**src/rtl/common.sv**
```systemverilog
// Shared scalar types used across the pipeline.
package common;
  typedef logic        u1;
  typedef logic [63:0] u64;
endpackage

```
**src/rtl/pipes.sv**
```systemverilog
// Pipeline-wide enums for the execute-stage divider.
package pipes;
  typedef enum logic [1:0] {
    DIV  = 2'd0,
    DIVU = 2'd1,
    REM  = 2'd2,
    REMU = 2'd3
  } div_op_t;

  typedef enum logic [1:0] {
    IDLE = 2'd0,
    BUSY = 2'd1,
    DONE = 2'd2
  } div_state_t;
endpackage

```
**src/rtl/exe_divider.sv**
```systemverilog
// Iterative 64-bit restoring divider for the EX stage.
// Stalls ID/EX via exe_is_waiting until the result is ready.
module exe_divider
  import common::*;
  import pipes::*;
(
  input  logic    clk,
  input  logic    reset,
  input  logic    valid,
  input  div_op_t op,
  input  u64      srca,
  input  u64      srcb,
  input  logic    flush,
  input  logic    hold,
  output logic    exe_is_waiting,
  output logic    done,
  output u64      result
);

  div_state_t state, state_nx;

  div_op_t    op_q;
  u64         quo_q;
  u64         rem_q;
  u64         dvs_q;
  logic       negq_q;
  logic       negr_q;
  logic [6:0] cnt_q;

  logic       signed_op;
  logic       a_neg;
  logic       b_neg;
  u64         a_mag;
  u64         b_mag;
  logic       div0;
  logic       ovf;
  logic       start;

  assign signed_op = (op == DIV) || (op == REM);
  assign a_neg     = signed_op & srca[63];
  assign b_neg     = signed_op & srcb[63];
  assign a_mag     = a_neg ? (~srca + 64'd1) : srca;
  assign b_mag     = b_neg ? (~srcb + 64'd1) : srcb;
  assign div0      = (srcb == 64'd0);
  assign ovf       = signed_op
                   && (srca == 64'h8000_0000_0000_0000)
                   && (srcb == 64'hFFFF_FFFF_FFFF_FFFF);
  assign start     = (state == IDLE) && valid && !flush;

  // One restoring step: shift next dividend bit in, try subtract.
  logic [64:0] shifted;
  logic [65:0] trial;
  assign shifted = {rem_q, quo_q[63]};
  assign trial   = {1'b0, shifted} - {2'b00, dvs_q};

  always_ff @(posedge clk or posedge reset) begin
    if (reset) begin
      state <= IDLE;
    end else begin
      state <= state_nx;
    end
  end

  always_comb begin
    state_nx = state;
    unique case (state)
      IDLE: if (start) state_nx = (div0 || ovf) ? DONE : BUSY;
      BUSY: if (cnt_q == 7'd63) state_nx = DONE;
      DONE: if (!hold) state_nx = IDLE;
      default: state_nx = IDLE;
    endcase
    if (flush) state_nx = IDLE;
  end

  always_ff @(posedge clk or posedge reset) begin
    if (reset) begin
      op_q   <= DIV;
      quo_q  <= '0;
      rem_q  <= '0;
      dvs_q  <= '0;
      negq_q <= 1'b0;
      negr_q <= 1'b0;
      cnt_q  <= '0;
    end else if (start) begin
      op_q  <= op;
      cnt_q <= '0;
      dvs_q <= b_mag;
      if (div0) begin
        quo_q  <= '1;
        rem_q  <= srca;
        negq_q <= 1'b0;
        negr_q <= 1'b0;
      end else if (ovf) begin
        quo_q  <= srca;
        rem_q  <= '0;
        negq_q <= 1'b0;
        negr_q <= 1'b0;
      end else begin
        quo_q  <= a_mag;
        rem_q  <= '0;
        negq_q <= a_neg ^ b_neg;
        negr_q <= a_neg;
      end
    end else if ((state == BUSY) && !flush) begin
      quo_q <= {quo_q[62:0], ~trial[65]};
      rem_q <= trial[65] ? shifted[63:0] : trial[63:0];
      cnt_q <= cnt_q + 7'd1;
    end
  end

  u64   q_fix;
  u64   r_fix;
  logic is_rem;

  assign q_fix  = negq_q ? (~quo_q + 64'd1) : quo_q;
  assign r_fix  = negr_q ? (~rem_q + 64'd1) : rem_q;
  assign is_rem = (op_q == REM) || (op_q == REMU);

  assign exe_is_waiting = !reset && !flush
                        && (((state == IDLE) && valid)
                            || (state == BUSY));
  assign done   = !reset && !flush && (state == DONE);
  assign result = done ? (is_rem ? r_fix : q_fix) : 64'd0;

endmodule
```
**config.mk**
```make
export PLATFORM = sky130hd
export DESIGN_NAME = exe_divider
export DESIGN_NICKNAME = d
export VERILOG_FILES = /design/src/rtl/common.sv /design/src/rtl/pipes.sv /design/src/rtl/exe_divider.sv
export SDC_FILE = /design/constraint.sdc
export NUM_CORES = 1
export LEC_CHECK = 0
export BUFFER_PORTS_ARGS = -buffer_cell sky130_fd_sc_hd__buf_2
export CELL_PAD_IN_SITES_DETAIL_PLACEMENT = 0
export CELL_PAD_IN_SITES_GLOBAL_PLACEMENT = 1
export CORE_AREA = 2 2 209 211
export DETAILED_ROUTE_END_ITERATION = 8
export DIE_AREA = 0 0 211 213
export GPL_ROUTABILITY_DRIVEN = 0
export PLACE_DENSITY_LB_ADDON = 0.1
export RECOVER_POWER = 25
export SKIP_CTS_REPAIR_TIMING = 1
export SLEW_MARGIN = 40
export SYNTH_ARGS = -nofsm -noshare
export SYNTH_HDL_FRONTEND = slang
export SYNTH_SLANG_ARGS = --single-unit
```
**constraint.sdc**
```tcl
create_clock -name clk -period 7.8 [get_ports clk]
set_input_delay 0.78 -clock clk [delete_from_list [all_inputs] [get_ports clk]]
set_output_delay 0.78 -clock clk [all_outputs]
set_load 0.05 [all_outputs]
```
==> flow_summary.json, run 1 <==
{
  "outcome": "finished, violations left",
  "violations": "capacitance limit, slew limit",
  "seqPwrFrac_pct": 25.1,
  "slew_violations": 86,
  "grtUsageTotal_pct": 30.1,
  "worst_r2r_path_depth": 14,
  "htree_levels": 1,
  "syn_area_per_cell_um2": 7.50,
  "overflow": 0,
  "grt_first_pass_wirelength_um": 105000,
  "grt_util_met3_pct": 4.84,
  "setup_slack_ns": 2.24,
  "critPathKind": "flip-flop to primary output",
  "drive_above_1_share_pct": 11.3,
  "yosys_warnings": 0,
  "tightest_slew_ns": 4.25,
  "dp_slack_ns": 2.85,
  "dpl-instance-area_um2": 20300,
  "fin_crit_sh_pct": 71.2,
  "use_met1_pct": 46.5,
  "grt_busiest_layer": "met1",
  "reg2reg_from": "quo_q[63]$_DFFE_PP0P_",
  "numPortBuffers": 200,
  "fmax_mhz": 180,
  "fin_area_um2": 21200,
  "hpwl_um": 52800,
  "reg2reg_slack_ns": 3.25,
  "timing.rr.end": "rem_q[56]$_DFFE_PP0P_",
  "yosysMostFrequentCell": "o21ai_0",
  "start_util_pct": 44.6,
  "synth_top_area_cell": "dfrtp_1",
  "switching_share_pct": 50.2,
  "synthTopCellsByCount": "o21ai_0 (285), a21oi_1 (249), nand2_1 (241), nor2_1 (205), dfrtp_1 (204)",
  "cts.sinks": 204,
  "antenna_found_initial": 2,
  "hold_class": "input port to flip-flop",
  "p_sw_uw": 3940,
  "cts_buffers": 26,
  "skew_ns": 0.0245,
  "postSynth.asyncResetShare_pct": 100,
  "root_buffer": "clkbuf_16",
  "dieArea_um2": 44900,
  "cts_tree": "done",
  "area_growth_pct": 11.6,
  "synthesis.nets": 2745,
  "intPower_uw": 3910,
  "first_iter_violations": 1730,
  "synth.area.top_cells": "dfrtp_1 (27%), xor2_1 (7.6%), o21ai_0 (7.5%)",
  "critPathCapture": "result[63]",
  "die_x_um": 211,
  "power_frac_comb_pct": 58.5,
  "power.leakage_uw": 0.00849,
  "startpoint": "rem_q[6]$_DFFE_PP0P_",
  "setup_tns_ns": 0,
  "crit_fanout": 8,
  "startpoint_type": "flip-flop",
  "ir_drop_mv": 0.294,
  "clock_latency_ns": 0.56,
  "grt_pass1_vias": 17600,
  "synth_top_area_share_pct": 26.8,
  "drc_errors": 0,
  "crit_arrival_ns": 4.78,
  "maxCapViolations": 1,
  "slew_headroom_pct": -185,
  "setup_viol": 0,
  "cts_buffer_depth": 3,
  "syn-cell-area_um2": 19000,
  "first_pass_iters": 5,
  "grt_max_degree": 126,
  "synth_edf_count": 0,
  "p_clk_share_pct": 16.5,
  "ys_types": 68,
  "synth_seq_area_share_pct": 26.8,
  "rsz0062_at_grt": "no",
  "synth_ff_type": "dfrtp_1",
  "period_minus_slack_ns": 5.56,
  "endpoint_kind": "primary output",
  "vias": 19400,
  "use_met2_pct": 43.0,
  "hold_viol_final": 0,
  "path_clk_slew_ns": 0.06,
  "power_density_nw_per_um2": 369,
  "finalNetCount": 2824,
  "routed_wl_um": 69000,
  "synthCells": 2539,
  "drtAntennaViolNets": 0,
  "worstPathRequired_ns": 7.02,
  "wl_per_cell_um": 21.7,
  "die_h_um": 213,
  "rows": 76,
  "synth-seq-cells": 204,
  "vias_per_cell": 6.11,
  "io_pins": 201,
  "core_area_um2": 42700
}
worst max-delay path: stages (launching register included):
cell	delay (ns)
dfrtp_1	0.47
nor4_1	0.52
nand4b_1	0.26
or4_1	0.58
or2_2	0.36
or2_1	0.29
or4_1	0.53
or3_1	0.42
o31ai_1	0.26
xor2_1	0.10
o22ai_1	0.15
buf_2	0.29
worst min-delay path by stage:
stage / cells after the start / start / to
finish: 2 / flush / state[1]$_DFFE_PP0P_
floorplan: 2 / dvs_q[10]$_DFFE_PP0P_ / dvs_q[10]$_DFFE_PP0P_
CTS: 2 / reset / op_q[1]$_DFFE_PP0P_
global placement: 2 / dvs_q[12]$_DFFE_PP0P_ / dvs_q[12]$_DFFE_PP0P_
detailed placement: 2 / dvs_q[4]$_DFFE_PP0P_ / dvs_q[4]$_DFFE_PP0P_
global route: 2 / flush / state[1]$_DFFE_PP0P_
per-layer routing:
metal	wire (µm)	up-vias	share of wire [%]
li1	-	9354	-
met4	1660	0	2.4
met1	33000	9169	48
met2	28200	830	41
met5	0	-	0
met3	6150	87	8.9
cell type report:
type                       count  area (µm²)
fill                        4242       21500
multi-input combinational   2069       13000
sequential                   204        5110
timing repair buffer         219        1170
clock buffer                  36         749
tap                          546         683
inverter                      98         369
clock inverter                 9         151
antenna                        2        5.00
cells by family (layout without fill, tap and decap cells):
logic type | count (synthesis) | count (layout) | synth area share [%]
AO/OA/AOI/OAI | 873 | 873 | 27.8
XOR/XNOR | 308 | 308 | 14.2
adder cells (fa/ha/maj) | 71 | 71 | 4.71
buffers and inverters | 266 | 362 | 5.27
flip-flops | 204 | 204 | 26.8
multiplexers | 10 | 10 | 0.539
other | 0 | 2 | 0
AND/OR/NAND/NOR | 807 | 807 | 20.7
sequential cells by signal, summed over array words and instances, names as in the netlist:
signal / cells
rem_q: 64
op_q: 1
quo_q: 64
negr_q: 1
state: 2
dvs_q: 64
negq_q: 1
cnt_q: 7
power by group through the flow:
stage	Sequential (µW)	Combinational [µW]	Clock (µW)
3_5_place_dp	1960	4490	0
2_1_floorplan	1700	3410	0
4_1_cts	1940	4510	1310
3_3_place_gp	1940	4470	0
6_report	1970	4590	1290
5_1_grt	2020	5080	1360
cell usage in the layout, fill, tap and decap left out, types with 6 or more instances in the layout:
| cell | instances |
|---|---|
| inv_1 | 96 |
| mux2i_1 | 8 |
| buf_2 | 199 |
| nand4_1 | 44 |
| or4_1 | 28 |
| clkbuf_16 | 27 |
| dfrtp_1 | 201 |
| a22oi_1 | 24 |
| a21o_1 | 22 |
| nor3_1 | 50 |
| o31ai_1 | 71 |
| or2_2 | 8 |
| xnor2_1 | 143 |
| clkbuf_1 | 6 |
| nand2_1 | 241 |
| nand3_1 | 24 |
| a211oi_1 | 62 |
| nor2_1 | 204 |
| nor4_1 | 27 |
| o211ai_1 | 8 |
| nand2b_1 | 24 |
| ha_1 | 70 |
| or3_1 | 100 |
| a31oi_1 | 30 |
| a22o_1 | 6 |
| nor2b_1 | 9 |
| buf_4 | 14 |
| o22ai_1 | 14 |
| o21a_1 | 10 |
| o21ai_0 | 283 |
| o21bai_1 | 10 |
| a21boi_0 | 7 |
| o41ai_1 | 31 |
| xor2_1 | 165 |
| and3_1 | 10 |
| a21oi_1 | 249 |
per-stage QoR:
step	instances	power, µW	utilization [%]	hold WS (ns)
after floorplan	2539	5110	-	0.450
after global placement	3135	6400	47.5	0.462
after detailed placement	3135	6440	47.6	0.471
after CTS	3180	7760	49.7	0.375
after global routing	3183	8450	49.7	0.464
final	3183	7850	49.7	0.467
Note: power is estimated with default switching activity, not from simulation.
==> run 2: changes to the inputs <==
- ABC_AREA: not set -> 1
- CORE_AREA: 2 2 209 211 -> 2 2 264 266
- DIE_AREA: 0 0 211 213 -> 0 0 266 268
- clock period: 7.8 -> 4.9 ns (I/O delays scaled with it)
==> flow_summary.json, run 2 <==
{
  "power_density_nw_per_um2": 567,
  "synth_edf_count": 0,
  "overflow": 0,
  "synth_top_area_share_pct": 21.4,
  "wl_per_cell_um": 23.0,
  "power_frac_comb_pct": 65.5,
  "grt_pass1_vias": 29100,
  "hold_class": "input port to flip-flop",
  "vias": 32300,
  "io_pins": 201,
  "routed_wl_um": 133000,
  "drc_errors": 0,
  "setup_tns_ns": 0,
  "die_x_um": 266,
  "crit_fanout": 6,
  "synth_seq_area_share_pct": 19.8,
  "synthCells": 4741,
  "fin_crit_sh_pct": 89.8,
  "critPathKind": "flip-flop to primary output",
  "syn_area_per_cell_um2": 5.43,
  "slew_violations": 155,
  "numPortBuffers": 200,
  "drtAntennaViolNets": 0,
  "antenna_found_initial": 4,
  "area_growth_pct": 11.3,
  "ir_drop_mv": 0.374,
  "cts_tree": "done",
  "rsz0062_at_grt": "no",
  "num_antenna_cells": 0,
  "grtUsageTotal_pct": 36.5,
  "first_pass_iters": 9,
  "outcome": "finished, violations left",
  "rows": 96,
  "seqPwrFrac_pct": 20.3,
  "tightest_slew_ns": 3.20,
  "cts.sinks": 204,
  "synthTopCellsByCount": "nand2_1 (1468), inv_1 (747), nor2_1 (592), nand3_1 (394), o21ai_0 (346)",
  "layout_commonest_cell": "nand2_1",
  "synth_ff_type": "dfrtp_1",
  "top_regs": "dvs_q (64), quo_q (64), rem_q (64)",
  "slew_headroom_pct": -114,
  "period_minus_slack_ns": 4.40,
  "grt_first_pass_wirelength_um": 194000,
  "dpl-instance-area_um2": 27700,
  "yosysMostFrequentCell": "nand2_1",
  "crit_arrival_ns": 3.91,
  "synthesis.nets": 4947,
  "worstPathRequired_ns": 4.41,
  "grt_max_degree": 113,
  "cts_buffer_depth": 3,
  "hold_viol_final": 0,
  "dieArea_um2": 71300,
  "setup_viol": 0,
  "power.leakage_uw": 0.0151,
  "synth.area.top_cells": "nand2_1 (21%), dfrtp_1 (20%), inv_1 (11%)",
  "violations": "capacitance limit, slew limit",
  "start_util_pct": 37.8,
  "postSynth.asyncResetShare_pct": 100,
  "intPower_uw": 6960,
  "yosys_warnings": 0,
  "cts_buffers": 28,
  "ys_types": 52,
  "switching_share_pct": 57.2,
  "clock_latency_ns": 0.59,
  "skew_ns": 0.0194,
  "path_clk_slew_ns": 0.06,
  "fmax_mhz": 227,
  "final_cell_mix": "nand2_1 (1465), inv_1 (743), nor2_1 (591)",
  "fin_area_um2": 28700,
  "p_sw_uw": 9300,
  "root_buffer": "clkbuf_16",
  "first_iter_violations": 4405,
  "p_clk_share_pct": 14.3,
  "synth-seq-cells": 204,
  "hpwl_um": 109000,
  "maxCapViolations": 2,
  "drive_above_1_share_pct": 7.41,
  "power_uw": 16300,
  "synth_top_area_cell": "nand2_1",
  "vias_per_cell": 5.61,
  "die_h_um": 268,
  "finalNetCount": 5068,
  "endpoint_kind": "primary output",
  "htree_levels": 1,
  "syn-cell-area_um2": 25800,
  "startpoint_type": "flip-flop",
  "core_area_um2": 68200
}
-- run 2: changes by cell type after synthesis, sizes merged, moves of 37 or more --
cell    change
nand2    +1231
a211oi     -59
nand3     +370
clkbuf     -55
xor2       -95
nor3       +37
or3       -104
inv       +652
xnor2     -100
nor2      +402
nand4      +78
buf        +48
o21ai      +85
o31ai      -64
-- run 2: cell families (layout without fill, tap and decap cells) --
family	after synthesis	after routing	share of synthesized area (%)
compound gates	687	687	14.2
xor+xnor	113	113	3.84
fa+ha+maj	71	71	3.48
buf+inv	912	1055	13.6
flops	204	204	19.8
mux	3	3	0.117
simple gates	2751	2751	44.9
-- run 2: worst paths after layout --
| path | start | end | cells past startpoint | slack [ns] |
|---|---|---|---|---|
| min in group asynchronous | reset | state[0]$_DFFE_PP0P_ | 3 | 1.06 |
| max in group asynchronous | reset | quo_q[38]$_DFFE_PP0P_ | 3 | 1.86 |
| worst min register to register | cnt_q[6]$_DFFE_PP0P_ | cnt_q[6]$_DFFE_PP0P_ | 1 | 0.47 |
| worst max register to register | rem_q[40]$_DFFE_PP0P_ | rem_q[50]$_DFFE_PP0P_ | 11 | 1.28 |
| worst max-delay path | quo_q[0]$_DFFE_PP0P_ | result[46] | 15 | 0.50 |
| worst min-delay path | op[1] | op_q[1]$_DFFE_PP0P_ | 3 | 0.13 |
-- run 2: layout make-up --
class | instances | area (µm²)
clock buffer | 37 | 796
clock inverter | 15 | 211
fill | 7883 | 39600
inverter | 751 | 2830
multi-input combinational | 3625 | 17200
sequential | 204 | 5110
tap | 882 | 1100
timing repair buffer | 252 | 1420
-- run 2: power groups by stage --
stage	registers, µW	logic [µW]	clock network [µW]
final	3290	10600	2320
after global routing	3350	11800	2400
after CTS	3260	10400	2340
after detailed placement	3290	10400	0
after global placement	3280	10400	0
after floorplan	2830	7280	0
-- run 2: per-layer routing --
layer	wire length, µm	share of wire [%]	global-route usage [%]
met1	58900	44	53.5
met2	54600	41	53.6
met3	14500	11	7.12
met4	4670	3.5	11.4
met5	26	0.020	0
-- run 2: stage by stage --
step,util (%),hold slack [ns],setup slack (ns),instances
floorplan,-,0.434,1.62,4741
global placement,40.5,0.459,1.35,5714
detailed placement,40.5,0.463,1.32,5714
CTS,42.0,0.116,0.686,5766
global route,42.0,0.144,0.289,5766
finish,42.0,0.128,0.501,5766
-- run 2: worst max-delay path, cell delays in order, from the launching register on --
cell     delay [ns]
dfrtp_1        0.37
inv_1          0.11
ha_1           0.18
nand3_1        0.16
nor2_1         0.32
nand2_1        0.23
inv_1          0.14
nand4_1        0.11
o21ai_0        0.75
nand2_1        0.23
nor2_1         0.15
nand2_1        0.06
nand3_1        0.08
nand2_1        0.06
nor2_1         0.10
buf_2          0.27
